--- src/rtl/multi_reg_file_if.sv ---
// ---------------------------------------------------------------------------
// Module  : multi_reg_file_if
// Purpose : Core data-bus bundle between the control unit and multi_reg_file.
// Rev     : 1.0  initial release
// ---------------------------------------------------------------------------
`default_nettype none

interface multi_reg_file_if #(
  parameter int REG_COUNT = 11,
  parameter int REG_WIDTH = 12
);
  logic [REG_COUNT-1:0] read_en;
  logic [REG_COUNT-1:0] write_en;
  logic [REG_COUNT-1:0] inc_en;
  logic                 acc_en;
  logic                 clr_ovf;
  logic [REG_WIDTH-1:0] datain;
  logic [REG_WIDTH-1:0] dataout;
  logic                 read_err;
  logic                 acc_ovf;

  modport master (
    output read_en, write_en, inc_en, acc_en, clr_ovf, datain,
    input  dataout, read_err, acc_ovf
  );

  modport slave (
    input  read_en, write_en, inc_en, acc_en, clr_ovf, datain,
    output dataout, read_err, acc_ovf
  );
endinterface

`default_nettype wire

--- src/rtl/multi_reg_file.sv ---
// ---------------------------------------------------------------------------
// Module  : multi_reg_file
// Purpose : Per-core register file with lowest-index write/increment,
//           accumulate-into-Total with sticky overflow, and read checking.
// Rev     : 1.0  initial release
// ---------------------------------------------------------------------------
`default_nettype none

module multi_reg_file #(
  parameter int REG_COUNT   = 11,
  parameter int REG_WIDTH   = 12,
  parameter int CORE_NUMBER = 0,
  parameter int TOTAL_IDX   = 10,
  parameter int DEFAULT_IDX = 8
) (
  input  logic                  clk,
  input  logic                  reset,
  multi_reg_file_if.slave       bus
);

  localparam int IDX_W = (REG_COUNT > 1) ? $clog2(REG_COUNT) : 1;

  logic [REG_WIDTH-1:0] regs_q [REG_COUNT];
  logic [REG_WIDTH-1:0] regs_d [REG_COUNT];
  logic                 acc_ovf_q, acc_ovf_d;

  logic [IDX_W-1:0]     wr_idx, inc_idx, rd_idx;
  logic [REG_WIDTH:0]   acc_sum;
  logic                 rd_onehot;

  // Lowest set bit wins: scan downwards so the last hit is the lowest index.
  always_comb begin
    wr_idx  = '0;
    inc_idx = '0;
    for (int i = REG_COUNT - 1; i >= 0; i--) begin
      if (bus.write_en[i]) wr_idx  = IDX_W'(i);
      if (bus.inc_en[i])   inc_idx = IDX_W'(i);
    end
  end

  assign acc_sum = {1'b0, regs_q[TOTAL_IDX]} + {1'b0, bus.datain};

  always_comb begin
    regs_d    = regs_q;
    acc_ovf_d = acc_ovf_q & ~bus.clr_ovf;
    if (bus.write_en != '0) begin
      regs_d[wr_idx] = bus.datain;
    end else if (bus.inc_en != '0) begin
      regs_d[inc_idx] = regs_q[inc_idx] + REG_WIDTH'(1);
    end else if (bus.acc_en) begin
      regs_d[TOTAL_IDX] = acc_sum[REG_WIDTH-1:0];
      // A carry out sets the flag even when clr_ovf is asserted this cycle.
      if (acc_sum[REG_WIDTH]) acc_ovf_d = 1'b1;
    end
  end

  always_ff @(posedge clk) begin
    if (reset) begin
      for (int i = 0; i < REG_COUNT; i++) begin
        regs_q[i] <= '0;
      end
      regs_q[TOTAL_IDX] <= REG_WIDTH'(CORE_NUMBER);
      acc_ovf_q         <= 1'b0;
    end else begin
      regs_q    <= regs_d;
      acc_ovf_q <= acc_ovf_d;
    end
  end

  always_comb begin
    rd_onehot = (bus.read_en != '0) &&
                ((bus.read_en & (bus.read_en - REG_COUNT'(1))) == '0);
    rd_idx    = IDX_W'(DEFAULT_IDX);
    if (rd_onehot) begin
      for (int i = 0; i < REG_COUNT; i++) begin
        if (bus.read_en[i]) rd_idx = IDX_W'(i);
      end
    end
  end

  assign bus.dataout  = regs_q[rd_idx];
  assign bus.read_err = ~rd_onehot;
  assign bus.acc_ovf  = acc_ovf_q;

endmodule

`default_nettype wire

--- src/flat_wrapper.sv ---
// flat-port wrapper written by rule: the top's interface ports become plain ports
module multi_reg_file_flat 
#(
  parameter int REG_COUNT   = 11,
  parameter int REG_WIDTH   = 12,
  parameter int CORE_NUMBER = 0,
  parameter int TOTAL_IDX   = 10,
  parameter int DEFAULT_IDX = 8
)
  (clk, reset, bus_read_en, bus_write_en, bus_inc_en, bus_acc_en, bus_clr_ovf, bus_datain, bus_dataout, bus_read_err, bus_acc_ovf);
  multi_reg_file_if #(.REG_COUNT(REG_COUNT), .REG_WIDTH(REG_WIDTH)) bus_i ();
  input  logic clk;
  input  logic reset;
  input wire logic [$bits(bus_i.read_en)-1:0] bus_read_en;
  input wire logic [$bits(bus_i.write_en)-1:0] bus_write_en;
  input wire logic [$bits(bus_i.inc_en)-1:0] bus_inc_en;
  input wire logic [$bits(bus_i.acc_en)-1:0] bus_acc_en;
  input wire logic [$bits(bus_i.clr_ovf)-1:0] bus_clr_ovf;
  input wire logic [$bits(bus_i.datain)-1:0] bus_datain;
  output wire logic [$bits(bus_i.dataout)-1:0] bus_dataout;
  output wire logic [$bits(bus_i.read_err)-1:0] bus_read_err;
  output wire logic [$bits(bus_i.acc_ovf)-1:0] bus_acc_ovf;
  assign bus_i.read_en = bus_read_en;
  assign bus_i.write_en = bus_write_en;
  assign bus_i.inc_en = bus_inc_en;
  assign bus_i.acc_en = bus_acc_en;
  assign bus_i.clr_ovf = bus_clr_ovf;
  assign bus_i.datain = bus_datain;
  assign bus_dataout = bus_i.dataout;
  assign bus_read_err = bus_i.read_err;
  assign bus_acc_ovf = bus_i.acc_ovf;
  multi_reg_file #(.REG_COUNT(REG_COUNT), .REG_WIDTH(REG_WIDTH), .CORE_NUMBER(CORE_NUMBER), .TOTAL_IDX(TOTAL_IDX), .DEFAULT_IDX(DEFAULT_IDX)) u_core (.clk(clk), .reset(reset), .bus(bus_i));
endmodule
--- config.mk ---
export PLATFORM = sky130hd
export DESIGN_NAME = multi_reg_file_flat
export DESIGN_NICKNAME = d
export VERILOG_FILES = /design/src/rtl/multi_reg_file_if.sv /design/src/rtl/multi_reg_file.sv /design/src/flat_wrapper.sv
export SDC_FILE = /design/constraint.sdc
export NUM_CORES = 1
export LEC_CHECK = 0
export BUFFER_PORTS_ARGS = -buffer_cell sky130_fd_sc_hd__clkbuf_2
export CAP_MARGIN = 20
export CORE_MARGIN = 4
export CORE_UTILIZATION = 35
export CTS_BUF_LIST = sky130_fd_sc_hd__clkbuf_8
export DETAILED_ROUTE_END_ITERATION = 12
export PLACE_DENSITY_LB_ADDON = 0.15
export SYNTH_ARGS = -nofsm -noshare
export SYNTH_HDL_FRONTEND = slang
export SYNTH_SLANG_ARGS = --single-unit
--- constraint.sdc ---
create_clock -name clk -period 5 [get_ports clk]
set_input_delay 0.25 -clock clk [delete_from_list [all_inputs] [get_ports clk]]
set_output_delay 0.25 -clock clk [all_outputs]
set_load 0.02 [all_outputs]
==> summary.txt <==
Cells and area
  • Register area: 2660 um^2
  • Fill count: 3,136
  • Multi-input logic area: 7390 um^2
  • Final nets: 1,516
  • Area delta synth->final: 12.3%
  • Share of cells above drive strength 1: 15.3%
  • Core Util, Final: 40.1%

Die
  • Die Wd: 182 um
  • Rows: 63
  • Starting Density: 35.7%
  • Die area: 33,300 um^2
  • Core area: 29,800 um^2
  • I/O pin count: 63
  • Die H: 182 um

Route
  • Drt drc: 0
  • Post-DR vias/cell: 6.81
  • Post-route ant nets: 0
  • Wire per inst: 29.6 um
  • Detailed Route Iter0 Violations: 1,945
  • TritonRoute pass-1 iters: 6
  • Via Count: 12,600
  • Final wirelength: 55,100 um

Clocking
  • Hold buffers post-CTS: 0
  • Post-CTS Setup Inserts: 0
  • CTS H-Tree Depth: 4
  • CTS tree: yes
  • Cts bufs inserted: 17
  • Clock Tree Root: clkbuf_8
  • CTS resizes: 0
  • Clk_lat worst skew: 490 ps
  • CTS Sinks: 133
  • CTS Buffer Depth: 2
  • Worst-path clk slew: 100 ps

Synthesis
  • Synthesized flop and latch total: 133
  • Prevailing post-synth register cell: dfxtp_1
  • Yosys top cell by area: dfxtp_1
  • Yosys warns: 0
  • Number of flops mapped to enable cells by yosys: 0
  • Mapped Area: 10,600 um^2
  • Synth Instances: 1,430
  • Ranking of synthesized cells by area: dfxtp_1, a22oi_1, mux2i_1, nor2_1, nand2_1
  • Syn_area_per_cell: 7.45 um^2
  • Post-Syn Nets: 1,493
  • Async set-reset flop share out of synthesis: 0%
  • Post-synthesis sequential area ratio: 25.0%
  • Synth top area share: 25.0%
  • Number of distinct library cells after synthesis: 87

Worst setup path
  • CP Class: in -> out
  • CP Buf/Inv Count: 3
  • CP delay by family, top: simple AND/OR/NAND/NOR gates
  • Critical path, cell by cell: clkbuf_2 > or4_1 > or3_1 > a2111oi_0 > o21a_1 > nand4b_1 > buf_4 > mux2i_1 > nand2_1 > a21oi_1 > a2111oi_0 > clkbuf_2
  • CP required: 4750 ps
  • Crit Path Max Fanout: 7
  • Critical path endpoint category: output pin
  • Worst path slowest cell: a2111oi_0
  • Worst Path Arrival: 4320 ps
  • Worst Setup Start Kind: primary input
  • Delay of the slowest critical-path stage: 810 ps

Run status
  • Run status: finished clean

Power and ir drop
  • Static Leak: 0.00470 uW
  • PwrDens: 204 nW/um^2
  • Max IR drop VDD: 0.152 mV

Timing
  • Hold Fails Final Rpt: 0
  • Fmax: 219 MHz
  • Clock skew: 19.4 ps
  • Total negative setup slack: 0 ps
  • Least-Margin Pin Slew: 1250 ps
  • Final setup viols: 0
  • Slew HR: 16.6%
  • RSZ-0062 raised after global routing: false
  • Max-slew violations: 0
  • Final period demand of the worst path: 4570 ps
  • Crit share post-route: 91.4%

GRT
  • Total GRT Usage: 31.9%
  • Largest net degree at the start of global routing: 80
  • Initial antenna violation count: 1
  • Vias in the first global route: 11,800
  • Congestion Overflow GR: 0
  • First-pass GRT wire length: 79,100 um

Placed design
  • Detailed placer's ending HPWL: 36,700 um
  • RePlAce Congestion: 1.01
  • PortBufs: 62

Job
  • Max Cap Viol: 0

Hold path
  • Worst Hold Class: in -> reg
-- kinds of logic (layout without fill, tap and decap cells) --
kind of cell / Yosys count / after routing / synth area share [%]
adders and majority gates: 15 / 15 / 1.81
xor gates and xnor gates: 11 / 11 / 0.905
and+or+nand+nor: 538 / 538 / 24.6
AOI/OAI and AO/OA: 489 / 489 / 33.5
other: 0 / 1 / 0
buffers and inverters: 162 / 198 / 6.29
muxes: 82 / 82 / 7.80
DFF: 133 / 133 / 25.0
-- cell usage in the layout (no fill, tap or decap), types with 8 or more instances in the layout --
master,count
o21ai_0,41
nand4_1,24
a2111oi_0,15
clkbuf_8,18
a211oi_1,30
nand2_1,133
ha_1,13
a21oi_1,82
a22oi_1,119
or3_1,15
nor3_1,33
and2_1,17
nor2_1,165
buf_4,79
mux2i_1,74
nand3_1,42
nor4_1,28
o211ai_1,32
clkbuf_2,61
or2_2,8
nand2b_1,12
o221ai_1,16
inv_1,24
dfxtp_1,133
a221oi_1,13
mux2_2,8
and3_1,10
a211o_1,34
o22ai_1,23
-- metrics by stage --
step	power [uW]	hold slack (ps)	cells	cell area (um^2)	setup slack, ps
after detailed placement	1550	469	1823	11600	576
after global routing	2510	69.1	1856	12000	390
after CTS	2420	21.5	1855	11900	572
after floorplan	1380	415	1430	10600	1020
final	2440	31.1	1857	12000	432
after global placement	1550	458	1822	11600	501
-- cells in the mapped netlist, types with 31 or more instances --
| cell | count |
|---|---|
| a211o_1 | 35 |
| a211oi_1 | 33 |
| a21oi_1 | 82 |
| a22oi_1 | 119 |
| clkbuf_1 | 108 |
| dfxtp_1 | 133 |
| mux2i_1 | 74 |
| nand2_1 | 133 |
| nand3_1 | 42 |
| nor2_1 | 171 |
| nor3_1 | 36 |
| nor4_1 | 31 |
| o211ai_1 | 32 |
| o21ai_0 | 42 |
-- layer usage --
| layer | routed length (um) | track usage, % | vias up |
|---|---|---|---|
| met1 | 22100 | 42.5 | 6020 |
| met2 | 22700 | 45.7 | 900 |
| li1 | - | - | 5515 |
| met4 | 3700 | 18.4 | 0 |
| met3 | 6580 | 9.17 | 211 |
| met5 | 0 | 0 | - |
-- registers in the layout, indices dropped and copies added, names as in the netlist --
register,cells
u_core.bus.acc_ovf,1
u_core.regs_q,132
-- area by class of cell --
class                   instances  area share, %
multi-input cells            1135           61.8
flip-flops and latches        133           22.3
repair buffers                144           8.11
well taps                     390           4.08
clock buffers                  18           2.07
clock inverters                14          0.952
inverters                      22          0.691
diodes                          1         0.0209
-- tightest hold or removal path: cells and delay by family --
family                 cells  cell delay [ps]
AO/OA/AOI/OAI              1               50
buffers and inverters      2              120
AND/OR/NAND/NOR            1               70
-- where the power goes --
group | internal (uW) | switching, uW
registers | 1080 | 19.5
logic | 135 | 316
clock network | 400 | 497
-- path summary, 6_finish.rpt --
check	startpoint	end	slack, ps	cells past startpoint
worst max-delay path	bus_read_en[3]	bus_dataout[10]	430	12
worst max register to register	u_core.regs_q[0]	u_core.regs_q[10]	1790	12
worst min-delay path	bus_clr_ovf	u_core.bus.acc_ovf	30	4
worst min register to register	u_core.regs_q[61]	u_core.regs_q[61]	480	2
Note: power is estimated with default switching activity, not from simulation.
